$ cat config.mk
export PLATFORM = sky130hd
export DESIGN_NAME = wb_port_ctrl_flat
export DESIGN_NICKNAME = d
export VERILOG_FILES = /design/src/rtl/wb_port_if.sv /design/src/rtl/wb_port_ctrl.sv /design/src/flat_wrapper.sv
export SDC_FILE = /design/constraint.sdc
export NUM_CORES = 1
export LEC_CHECK = 0
export BUFFER_PORTS_ARGS = -buffer_cell sky130_fd_sc_hd__buf_2
export CAP_MARGIN = 30
export CORE_ASPECT_RATIO = 1.1
export CORE_MARGIN = 2
export CORE_UTILIZATION = 56
export CTS_BUF_LIST = sky130_fd_sc_hd__clkbuf_8
export DETAILED_ROUTE_END_ITERATION = 10
export HOLD_SLACK_MARGIN = 0.05
export PLACE_DENSITY = 0.92
export RECOVER_POWER = 50
export SETUP_SLACK_MARGIN = 0.15
export SLEW_MARGIN = 30
export SYNTH_ARGS = -nofsm -noshare
export SYNTH_HDL_FRONTEND = slang
export SYNTH_SLANG_ARGS = --single-unit
$ cat constraint.sdc
create_clock -name clk -period 3.5 [get_ports clk]
set_clock_uncertainty 0.05 [all_clocks]
set_input_delay 0.7 -clock clk [delete_from_list [all_inputs] [get_ports clk]]
set_output_delay 0.7 -clock clk [all_outputs]
set_load 0.005 [all_outputs]
$ cat src/rtl/wb_port_if.sv
// Bundle of the register-file write-port signals: pipeline writeback, long-latency
// result channel, scoreboard set/query, and the WA/WE/WD register file port.
interface wb_port_if;
    logic        pipe_we;
    logic [4:0]  pipe_wa;
    logic [31:0] pipe_wd;
    logic        pipe_stall;
    logic        md_valid;
    logic        md_ready;
    logic [4:0]  md_wa;
    logic [31:0] md_wd;
    logic        sb_set;
    logic [4:0]  sb_addr;
    logic [4:0]  q_addr1;
    logic [4:0]  q_addr2;
    logic        q_busy1;
    logic        q_busy2;
    logic [4:0]  WA;
    logic        WE;
    logic [31:0] WD;

    modport slave (
        input  pipe_we, pipe_wa, pipe_wd,
        output pipe_stall,
        input  md_valid, md_wa, md_wd,
        output md_ready,
        input  sb_set, sb_addr, q_addr1, q_addr2,
        output q_busy1, q_busy2,
        output WA, WE, WD
    );

    modport master (
        output pipe_we, pipe_wa, pipe_wd,
        input  pipe_stall,
        output md_valid, md_wa, md_wd,
        input  md_ready,
        output sb_set, sb_addr, q_addr1, q_addr2,
        input  q_busy1, q_busy2,
        input  WA, WE, WD
    );
endinterface

$ cat src/rtl/wb_port_ctrl.sv
// Register-file write-port arbiter: pipeline writeback has priority, long-latency
// results queue in a small FIFO and force a pipeline stall once the head ages out.
module wb_port_ctrl #(
    parameter int DEPTH       = 2,
    parameter int STALL_LIMIT = 4
) (
    input  logic       clk,
    input  logic       rst,
    wb_port_if.slave   bus
);
    localparam int PW = $clog2(DEPTH);
    localparam int CW = PW + 1;

    typedef struct packed {
        logic [4:0]  wa;
        logic [31:0] wd;
    } ent_t;

    ent_t          r_mem [DEPTH];
    logic [PW-1:0] r_rd;
    logic [PW-1:0] r_wr;
    logic [CW-1:0] r_cnt;
    logic [3:0]    r_age;
    logic [31:0]   r_busy;

    ent_t          w_head;
    logic          w_nonempty;
    logic          w_pipe_req;
    logic          w_stall;
    logic          w_sel_pipe;
    logic          w_pop;
    logic          w_ready;
    logic          w_enq;
    logic [31:0]   w_busy_nxt;

    assign w_head     = r_mem[r_rd];
    assign w_nonempty = (r_cnt != '0);

    // Register 0 is hardwired, so a write to it is treated as no request at all.
    assign w_pipe_req = rst & bus.pipe_we & (bus.pipe_wa != 5'd0);
    assign w_stall    = rst & w_nonempty & (r_age >= 4'(STALL_LIMIT));
    assign w_sel_pipe = w_pipe_req & ~w_stall;
    assign w_pop      = rst & w_nonempty & ~w_sel_pipe;

    // Ready uses the pre-pop count even when a pop frees a slot this cycle.
    assign w_ready    = rst & (r_cnt < CW'(DEPTH));
    assign w_enq      = bus.md_valid & w_ready & (bus.md_wa != 5'd0);

    assign bus.pipe_stall = w_stall;
    assign bus.md_ready   = w_ready;

    always_comb begin
        bus.WE = 1'b0;
        bus.WA = 5'd0;
        bus.WD = 32'd0;
        if (w_sel_pipe) begin
            bus.WE = 1'b1;
            bus.WA = bus.pipe_wa;
            bus.WD = bus.pipe_wd;
        end else if (w_pop) begin
            bus.WE = 1'b1;
            bus.WA = w_head.wa;
            bus.WD = w_head.wd;
        end
    end

    always_ff @(posedge clk or negedge rst) begin
        if (!rst) begin
            r_rd  <= '0;
            r_wr  <= '0;
            r_cnt <= '0;
        end else begin
            if (w_enq) r_wr <= r_wr + PW'(1);
            if (w_pop) r_rd <= r_rd + PW'(1);
            r_cnt <= r_cnt + CW'(w_enq) - CW'(w_pop);
        end
    end

    // Payload storage needs no reset; occupancy is tracked by r_cnt alone.
    always_ff @(posedge clk) begin
        if (w_enq) r_mem[r_wr] <= '{wa: bus.md_wa, wd: bus.md_wd};
    end

    // Head age only advances while the pipeline holds the port; saturates at 15.
    always_ff @(posedge clk or negedge rst) begin
        if (!rst) begin
            r_age <= 4'd0;
        end else if (!w_nonempty || w_pop) begin
            r_age <= 4'd0;
        end else if (r_age != 4'hF) begin
            r_age <= r_age + 4'd1;
        end
    end

    // Set is applied after the pop clear so a same-cycle re-dispatch keeps the bit.
    always_comb begin
        w_busy_nxt = r_busy;
        if (w_pop) w_busy_nxt[w_head.wa] = 1'b0;
        if (bus.sb_set && bus.sb_addr != 5'd0) w_busy_nxt[bus.sb_addr] = 1'b1;
        w_busy_nxt[0] = 1'b0;
    end

    always_ff @(posedge clk or negedge rst) begin
        if (!rst) r_busy <= 32'd0;
        else      r_busy <= w_busy_nxt;
    end

    assign bus.q_busy1 = rst & (bus.q_addr1 != 5'd0) & r_busy[bus.q_addr1];
    assign bus.q_busy2 = rst & (bus.q_addr2 != 5'd0) & r_busy[bus.q_addr2];
endmodule
$ cat src/flat_wrapper.sv
// flat-port wrapper written by rule: the top's interface ports become plain ports
module wb_port_ctrl_flat 
#(
    parameter int DEPTH       = 2,
    parameter int STALL_LIMIT = 4
)
  (clk, rst, bus_pipe_we, bus_pipe_wa, bus_pipe_wd, bus_pipe_stall, bus_md_valid, bus_md_wa, bus_md_wd, bus_md_ready, bus_sb_set, bus_sb_addr, bus_q_addr1, bus_q_addr2, bus_q_busy1, bus_q_busy2, bus_WA, bus_WE, bus_WD);
  wb_port_if bus_i ();
  input  logic clk;
  input  logic rst;
  input wire logic [$bits(bus_i.pipe_we)-1:0] bus_pipe_we;
  input wire logic [$bits(bus_i.pipe_wa)-1:0] bus_pipe_wa;
  input wire logic [$bits(bus_i.pipe_wd)-1:0] bus_pipe_wd;
  output wire logic [$bits(bus_i.pipe_stall)-1:0] bus_pipe_stall;
  input wire logic [$bits(bus_i.md_valid)-1:0] bus_md_valid;
  input wire logic [$bits(bus_i.md_wa)-1:0] bus_md_wa;
  input wire logic [$bits(bus_i.md_wd)-1:0] bus_md_wd;
  output wire logic [$bits(bus_i.md_ready)-1:0] bus_md_ready;
  input wire logic [$bits(bus_i.sb_set)-1:0] bus_sb_set;
  input wire logic [$bits(bus_i.sb_addr)-1:0] bus_sb_addr;
  input wire logic [$bits(bus_i.q_addr1)-1:0] bus_q_addr1;
  input wire logic [$bits(bus_i.q_addr2)-1:0] bus_q_addr2;
  output wire logic [$bits(bus_i.q_busy1)-1:0] bus_q_busy1;
  output wire logic [$bits(bus_i.q_busy2)-1:0] bus_q_busy2;
  output wire logic [$bits(bus_i.WA)-1:0] bus_WA;
  output wire logic [$bits(bus_i.WE)-1:0] bus_WE;
  output wire logic [$bits(bus_i.WD)-1:0] bus_WD;
  assign bus_i.pipe_we = bus_pipe_we;
  assign bus_i.pipe_wa = bus_pipe_wa;
  assign bus_i.pipe_wd = bus_pipe_wd;
  assign bus_pipe_stall = bus_i.pipe_stall;
  assign bus_i.md_valid = bus_md_valid;
  assign bus_i.md_wa = bus_md_wa;
  assign bus_i.md_wd = bus_md_wd;
  assign bus_md_ready = bus_i.md_ready;
  assign bus_i.sb_set = bus_sb_set;
  assign bus_i.sb_addr = bus_sb_addr;
  assign bus_i.q_addr1 = bus_q_addr1;
  assign bus_i.q_addr2 = bus_q_addr2;
  assign bus_q_busy1 = bus_i.q_busy1;
  assign bus_q_busy2 = bus_i.q_busy2;
  assign bus_WA = bus_i.WA;
  assign bus_WE = bus_i.WE;
  assign bus_WD = bus_i.WD;
  wb_port_ctrl #(.DEPTH(DEPTH), .STALL_LIMIT(STALL_LIMIT)) u_core (.clk(clk), .rst(rst), .bus(bus_i));
endmodule
Word level (Yosys, flattened, before mapping). Memory sizes are Yosys's and may differ from the RTL's. Index checks and enable logic that the tools add are counted.

Bitwise logic cells: 18. Order comparisons: 8. Reductions and logical operators: 12. Equality and inequality tests: 1. Mux-type cells: 20. $add $sub $neg: 5.

Operator list (number): 32-bit two-way mux (4); 32-bit bitwise AND (1); 32-bit NOT (1); 32-bit OR (1); 5-bit nonzero test (5); 5-bit by 6-bit less-than comparator with 1-bit output, second input constant (4); 1-bit bitwise AND (13); 1-bit binary-select mux with 5-bit select (2); 1-bit demux with 5-bit select (2); 5-bit by 1-bit greater-or-equal comparator with 1-bit output, second input constant (2); 5-bit two-way mux (2); 1-bit two-way mux (8); 4-bit two-way mux (2); 4-bit by 1-bit adder with 4-bit output, second input constant (1); 4-bit by 3-bit greater-or-equal comparator with 1-bit output, second input constant (1); 4-bit inequality test, second input constant (1); 2-bit nonzero test (2); 1-bit logical AND (3); 1-bit adder, second input constant (2); 2-bit by 1-bit adder with 2-bit output (1); 2-bit less-than comparator, second input constant (1); 1-bit NOT (2); 2-bit by 1-bit subtractor with 2-bit output (1); 1-bit zero test (1); 1-bit logical OR (1).

RAM bits: 74. Input port bits: 94. Memories kept: 1. Logic and storage cells: 70. Register bits after elaboration: 39. Output and inout port bits: 42.

Memory list: u_core.r_mem (depth 2, width 37, rd ports 1, clocked after memory_dff 0, wr ports 1, line wb_port_ctrl.sv:19) `ent_t r_mem [DEPTH];`.

Depth between registers and ports, before layout. Gate-level depths: netlist of the first run.

Depth in word-level cells: 10. Gate-level depth with buffers: 7. Depth with buffers taken out: 6.

Worst setup path before layout of the first run. OpenSTA, ideal clock, no wires.

Kind: in2reg. Start: input port rst. End: memory u_core.r_mem[0][0] (netlist name), enable pin. Stages: 3. Buffers on the path: 0. Library setup time: 431 ps. Slack: 385 ps. Data arrival time: 2634 ps. Data required time: 3019 ps. Cells stage by stage: nor2b_1 -> o211ai_1 -> nor2_1.

Longest elaborated chain between the ends: 5.

RTL lines: from (decl) (line flat_wrapper.sv:10) `input logic rst;`; 1-bit bitwise AND (line wb_port_ctrl.sv:46) `assign w_ready = rst & (r_cnt < CW'(DEPTH));`; 1-bit bitwise AND (2 in series) (line wb_port_ctrl.sv:47) `assign w_enq = bus.md_valid & w_ready & (bus.md_wa != 5'd0);`; 1-bit two-way mux (line wb_port_ctrl.sv:81) `if (w_enq) r_mem[r_wr] <= '{wa: bus.md_wa, wd: bus.md_wd};`; 1-bit two-way mux (implied by the code) (line wb_port_ctrl.sv:81); to (decl) (line wb_port_ctrl.sv:19).

No other way between the ends.

Final worst setup path of the first run.
Start: input port bus_pipe_wa[0]. End: output port bus_WD[24].

Longest elaborated chain between the ends: 7.

RTL lines: from (decl) (line flat_wrapper.sv:12) `input wire logic [$bits(bus_i.pipe_wa)-1:0] bus_pipe_wa;`; 5-bit nonzero test * (line wb_port_ctrl.sv:40) `assign w_pipe_req = rst & bus.pipe_we & (bus.pipe_wa != 5'd0);`; 1-bit bitwise AND * (line wb_port_ctrl.sv:40); 1-bit bitwise AND * (line wb_port_ctrl.sv:42) `assign w_sel_pipe = w_pipe_req & ~w_stall;`; 1-bit NOT (line wb_port_ctrl.sv:43) `assign w_pop = rst & w_nonempty & ~w_sel_pipe;`; 1-bit bitwise AND (line wb_port_ctrl.sv:43); 32-bit two-way mux (line wb_port_ctrl.sv:60) `end else if (w_pop) begin`; 32-bit two-way mux * (line wb_port_ctrl.sv:56) `if (w_sel_pipe) begin`; to (decl) (line flat_wrapper.sv:27) `output wire logic [$bits(bus_i.WD)-1:0] bus_WD;`.

Mark *: on every way between the ends. The rest lies on a longest branch, timed or not.

==> impl_results.md, run 1 <==
- RSZ-0062 raised after global routing: no
- Critical Path AT: 2.55 ns
- Total grt overflow: 0
- Vias in the first global route: 4393
- N_diodes: 0
- CTS tree: built
- Cts bufs inserted: 17
- Clk sinks: 113
- Fin. Hold Viols: 0
- Synth Area in Adders: 0.448%
- Worst Setup Slack post-DPL: 0.168 ns
- Synthesized area: 0.00558 sq mm
- Non-filler instance count after layout: 692
- Critical path type: input pin to primary output
- Ys async rst share: 34.5%
- DRT antenna net count: 0
- Ranking of synthesized cells by area: edfxtp_1, dfrtp_1, mux2i_1, o2bb2ai_1, mux4_2
- Layout cells sized above 1: 29.0%
- Syn. warnings: 0
- Simple-gate share of the synthesized area: 9.90%
- Cell count after synthesis: 419
- Mux contribution to synthesized area: 13.3%
- Netlist cell types: 47
- Critical path data required time: 2.75 ns
- Most instantiated cells after synthesis: edfxtp_1, mux2i_1, dfrtp_1, o2bb2ai_1, nand2_1
- Hold-fix buffers, CTS: 0
- Power per cell area: 607 mW/mm^2
- Hold WS: 0.396 ns
- Drt pass-1 iters: 4
- HP Class: input pin to asynchronous set/reset pin
- Setup TNS Final: 0 ns
- Routed len/inst: 20.1 um
- Critical Path Start Type: input pin
- Xor/xnor share of the synthesized area: 0.784%
- Initial drt markers: 303
- CP Max Fanout: 31
- Via density: 6.29
- Largest net degree at the start of global routing: 44
- Violated checks: max-capacitance violations, max-slew violations
- Io pins: 136
- MaxCap Viol Count: 2
- Die extent in x: 99.2 um
- Routability cong.: 0.889
- Root Driver: clkbuf_8
- Initial Utilization: 57.0%
- Core area: 0.00979 sq mm
- Yosys top cell by area: edfxtp_1
- Sequential area share after synthesis: 57.3%
- Max frequency: 303 MHz
- Slew Limit Fails: 18
- Top cell type's share of synthesized area: 39.8%
- DP HPWL: 9.72 mm
- Cell repeated most along the worst path: buf_2
- Final worst slack: 0.203 ns
- Cell Chain, Critical Path: buf_2 -> or4_1 -> o211a_4 -> or2_4 -> buf_12 -> o2bb2ai_1 -> buf_2
- Reg clk slew, reported paths: 0.06 ns
- Register bit count reported by yosys: 113
- Final Setup Violations: 0
- Worst Tran Pin Value: 1.64 ns
- Post-synth EDFFs: 74
- Max clock buf depth: 2
- Post-route minimum period: 3.30 ns
- Final net count: 656
- Final Cycle Share: 94.2%
- Peak VDD IR: 0.484 mV
- Worst setup EP type: primary output
- Placement Rows: 38
- Max stage delay on crit path: 0.56 ns
- DRC viols: 0
- DP Cell Count: 661
- DR vias: 4351
- CP max-delay cell: or4_1
- Most used DFF post-synth: edfxtp_1
- Global-route wire length before repair: 22.0 mm
- Mapped Nets: 515
- Number of H-tree levels: 4
- Rel. slew slack: -10.0%
- Clk_lat worst skew: 0.43 ns
- Gr usage total: 26.5%
- Post-CTS sizing: 1
- Avg Inst Size Synth: 13.3 sq um
- Status: finished with violations
- P&R area growth vs syn: 20.1%
- Setup Fix Bufs, Post-CTS: 0
- Initial antenna violation count: 0
- Static leakage: 2.88 nW
- Largest family of logic cells by synthesized area: compound AO/OA/AOI/OAI gates
- Most frequent cell after synthesis: edfxtp_1
- DIE AREA: 0.0108 sq mm
- DRT Wirelength: 13.9 mm
- Buffers on Ports: 135
- Die H: 109 um
- Post-synthesis compound-gate area fraction: 14.5%
## cell usage in the layout, fill, tap and decap left out, drive strengths merged, types with 2 or more instances in the layout
master / instances
xnor2: 5
nand4: 3
or2: 2
and2: 2
nor3b: 3
mux2i: 46
clkinvlp: 3
o41ai: 7
buf: 120
nor4b: 2
clkinv: 6
o22a: 2
and4: 2
and3b: 3
nand3: 4
nand2: 33
o2bb2ai: 36
o21ai: 21
a2111o: 2
inv: 31
a31oi: 2
mux4: 12
or4: 4
o221ai: 24
nand3b: 5
dfrtp: 39
nor2: 11
nand4b: 3
nand2b: 5
nor3: 5
or4bb: 2
ha: 2
bufinv: 2
clkbuf: 39
a311oi: 2
edfxtp: 74
## path summary, 6_finish.rpt
check                                 startpoint             endpoint  slack, ns  depth (start not counted)
worst max register to register       u_core.r_rd    u_core.r_busy[29]       0.48                          3
min in group clk                   bus_md_wd[10]  u_core.r_mem[0][10]       0.40                          1
worst min register to register  u_core.r_busy[3]     u_core.r_busy[3]       0.46                          2
worst min-delay path                         rst     u_core.r_busy[6]       0.40                          2
max in group asynchronous                    rst          u_core.r_rd       2.59                          2
worst max-delay path              bus_pipe_wa[0]           bus_WD[24]       0.20                          7
## where the power goes
part | total, mW | internal (mW) | switching [mW]
Clock | 1.14 | 0.612 | 0.523
Sequential | 1.77 | 1.62 | 0.145
Combinational | 1.16 | 0.520 | 0.643
Total | 4.07 | 2.76 | 1.31
## cells by family after synthesis
logic type / Yosys count
compound gates: 100
xor+xnor: 5
fa+ha+maj: 2
buf+inv: 48
flops: 113
mux: 59
simple gates: 92
## metal layers
metal  GRT usage (%)  wire (um)  vias to the layer above
met2            45.3       7260                      262
met1            31.6       5080                     2111
met4            11.1        306                        0
met5               0          0                        -
met3            7.76       1280                       33
li1                -          -                     1945
## flip-flops by register name, summed over array words and instances, names as in the netlist
name and cells:
u_core.r_busy 31, u_core.r_cnt 2, u_core.r_age 4, u_core.r_mem 74, u_core.r_wr 1, u_core.r_rd 1
## per-stage QoR
step | power [mW] | cell area, sq um | util [%]
floorplan | 2.54 | 5580 | -
global placement | 2.88 | 6410 | 65.4
detailed placement | 2.95 | 6410 | 65.4
CTS | 4.10 | 6770 | 69.1
global route | 4.26 | 6710 | 68.5
finish | 4.07 | 6710 | 68.5
## area by class of cell
type                       instances  area [sq um]
fill                             663          3090
multi-input combinational        258          2150
sequential                       113          3200
timing repair buffer             142           734
inverter                          28           105
clock buffer                      17           234
tap                              120           150
clock inverter                    14           128
## critical path: cells and delay by family
family                 cells  cell delay (ns)
AOI/OAI and AO/OA          2             0.53
buffers and inverters      3             0.44
and+or+nand+nor            2             0.86
(Power assumes the default switching activity.)
==> run 2: changes to the inputs <==
--- a/config.mk
+++ b/config.mk
@@ -12,6 +12,7 @@
 export CORE_UTILIZATION = 56
 export CTS_BUF_LIST = sky130_fd_sc_hd__clkbuf_8
 export DETAILED_ROUTE_END_ITERATION = 10
+export GPL_TIMING_DRIVEN = 0
 export HOLD_SLACK_MARGIN = 0.05
 export PLACE_DENSITY = 0.92
 export RECOVER_POWER = 50
==> run 2 against run 1 <==
  * The run now ends clean
  * Register-to-register slack better by 0.53 ns
  * Wire length is 2.0% higher
  * Sequential share of layout area is 1.1 points lower
  * Highest routed layer unchanged
  * Hold slack worse by 0.26 ns
  * Setup slack worse by 0.083 ns
  * Via count is 1.8% higher
  * Sequential cell count stayed put
  * Final cell count is 2.3% higher
  * Die area stayed put
  * Total power is 4.4% higher
  * Combinational power is 8% higher
  * Largest power group unchanged
  * Critical endpoint is now bus_WA[0]
  * Non-clock buffer count is 15 higher
==> impl_results.md, run 2 (synthesis results as in run 1) <==
- Initial drt markers: 292
- Global-route wire length before repair: 22.2 mm
- Cell repeated most along the worst path: buf_2
- Final net count: 671
- Buffers on Ports: 135
- DP HPWL: 10.1 mm
- CTS tree: built
- CP max-delay cell: or4_1
- Sequential cell area: 0.00320 sq mm
- RSZ-0062 raised after global routing: yes
- MaxCap Viol Count: 0
- Rel. slew slack: 2.92%
- Total grt overflow: 0
- Final Cycle Share: 96.6%
- Crit path from: bus_pipe_wa[0]
- Routability cong.: 0.939
- Met2 Wirelength: 7.18 mm
- Setup TNS Final: 0 ns
- Critical Path AT: 2.63 ns
- DRC viols: 0
- Layout cells sized above 1: 30.6%
- Power per cell area: 620 mW/mm^2
- Top reg by flops: u_core.r_mem
- Critical path type: input pin to primary output
- Met3 Wirelength: 1.23 mm
- Most common cell after layout, fill and taps aside: buf_2
- Number of H-tree levels: 4
- N_diodes: 0
- Cell Chain, Critical Path: buf_2 -> or4_1 -> o211a_1 -> or2_0 -> clkbuf_1 -> o2bb2ai_1 -> buf_2
- Final worst slack: 0.120 ns
- HP Class: input pin to asynchronous set/reset pin
- Core area: 0.00979 sq mm
- Final Setup Violations: 0
- Clk_lat worst skew: 0.42 ns
- Slew Limit Fails: 0
- DIE AREA: 0.0108 sq mm
- Worst Tran Pin Value: 1.45 ns
- Post-route minimum period: 3.38 ns
- Die extent in x: 99.2 um
- DP Cell Count: 676
- Max clock buf depth: 2
- Max stage delay on crit path: 0.54 ns
- Clk sinks: 113
- Layout Utilization: 70.0%
- CP Max Fanout: 10
- R2r startpoint: u_core.r_cnt[1]
- Worst Setup Slack post-DPL: -0.465 ns
- P&R area growth vs syn: 22.8%
- Drt pass-1 iters: 5
- DR vias: 4429
- Vias in the first global route: 4466
- Initial antenna violation count: 0
- Placement Rows: 38
- Die H: 109 um
- Largest register FFs: 74
- Hold-fix buffers, CTS: 0
- Final Instance Area: 0.00686 sq mm
- Met1 WL: 5.29 mm
- Multi-input logic area: 0.00216 sq mm
- Via density: 6.26
- Critical path data required time: 2.75 ns
- Gr usage total: 27.0%
- Status: finished, final reports clean
- Cell area after placement: 0.00647 sq mm
- Overall power: 4.25 mW
- Cts bufs inserted: 17
- Static leakage: 2.98 nW
- Worst setup EP type: primary output
- Critical Path Start Type: input pin
- Largest registers: u_core.r_mem x74, u_core.r_busy x31, u_core.r_age x4
- DRT Wirelength: 14.2 mm
- Io pins: 136
- Initial Utilization: 57.0%
- Peak VDD IR: 0.479 mV
- Root Driver: clkbuf_8
- Max frequency: 296 MHz
- Hold WS: 0.133 ns
- Most frequent cells in the layout: buf_2, edfxtp_1, mux2i_1
- Top Layer Used: met4
- Non-filler instance count after layout: 708
- Fin. Hold Viols: 0
- Fillers: 663
- DRT antenna net count: 0
- Routed len/inst: 20.1 um
- Largest net degree at the start of global routing: 46
- Reg clk slew, reported paths: 0.06 ns
-- run 2: changes by cell type in the layout (fill, tap and decap cells not counted), moves of 3 or more --
cell | before | now
buf_2 | 110 | 124
buf_6 | 0 | 4
buf_12 | 3 | 0
buf_4 | 4 | 1
clkbuf_1 | 22 | 19
clkbuf_2 | 0 | 3
-- run 2: final cells by class --
cell class | instances | share of cell area (%)
plain buffers | 20 | 1.64
clock buffers | 17 | 3.41
clock inverters | 15 | 2.57
inverters | 28 | 1.53
multi-input cells | 258 | 31.6
flip-flops and latches | 113 | 46.6
well taps | 120 | 2.19
repair buffers | 137 | 10.5
-- run 2: worst max-delay path: cells and delay by family --
kind	cells	cell delay, ns
compound gates	2	0.60
buf+inv	3	0.54
simple gates	2	0.79
-- run 2: layer usage --
| layer | global-route usage [%] | up-vias |
|---|---|---|
| met2 | 45.7 | 259 |
| met5 | 0 | - |
| met4 | 13.6 | 0 |
| met1 | 31.5 | 2135 |
| li1 | - | 1985 |
| met3 | 8.14 | 50 |
-- run 2: final timing paths --
kind / endpoint / slack, ns / cells after the start
setup / recovery: bus_WA[0] / 0.12 / 7
min in group clk: u_core.r_mem[1][25] / 0.41 / 1
setup reg to reg: u_core.r_mem[0][12] / 1.01 / 4
hold reg to reg: u_core.r_busy[3] / 0.45 / 2
max in group asynchronous: u_core.r_busy[20] / 2.96 / 1
hold / removal: u_core.r_busy[5] / 0.13 / 1
-- run 2: report_power, final --
group          internal [mW]  switching [mW]  leakage, nW
clock                  0.757           0.514        0.210
sequential              1.62           0.108         1.07
combinational          0.545           0.701         1.70
-- run 2: repair_timing --
| action | 4_1_cts | 5_1_grt |
|---|---|---|
| gates resized for setup | 5 | 6 |
| setup buffers | 0 | 0 |
| setup endpoints to repair | 37 | 31 |
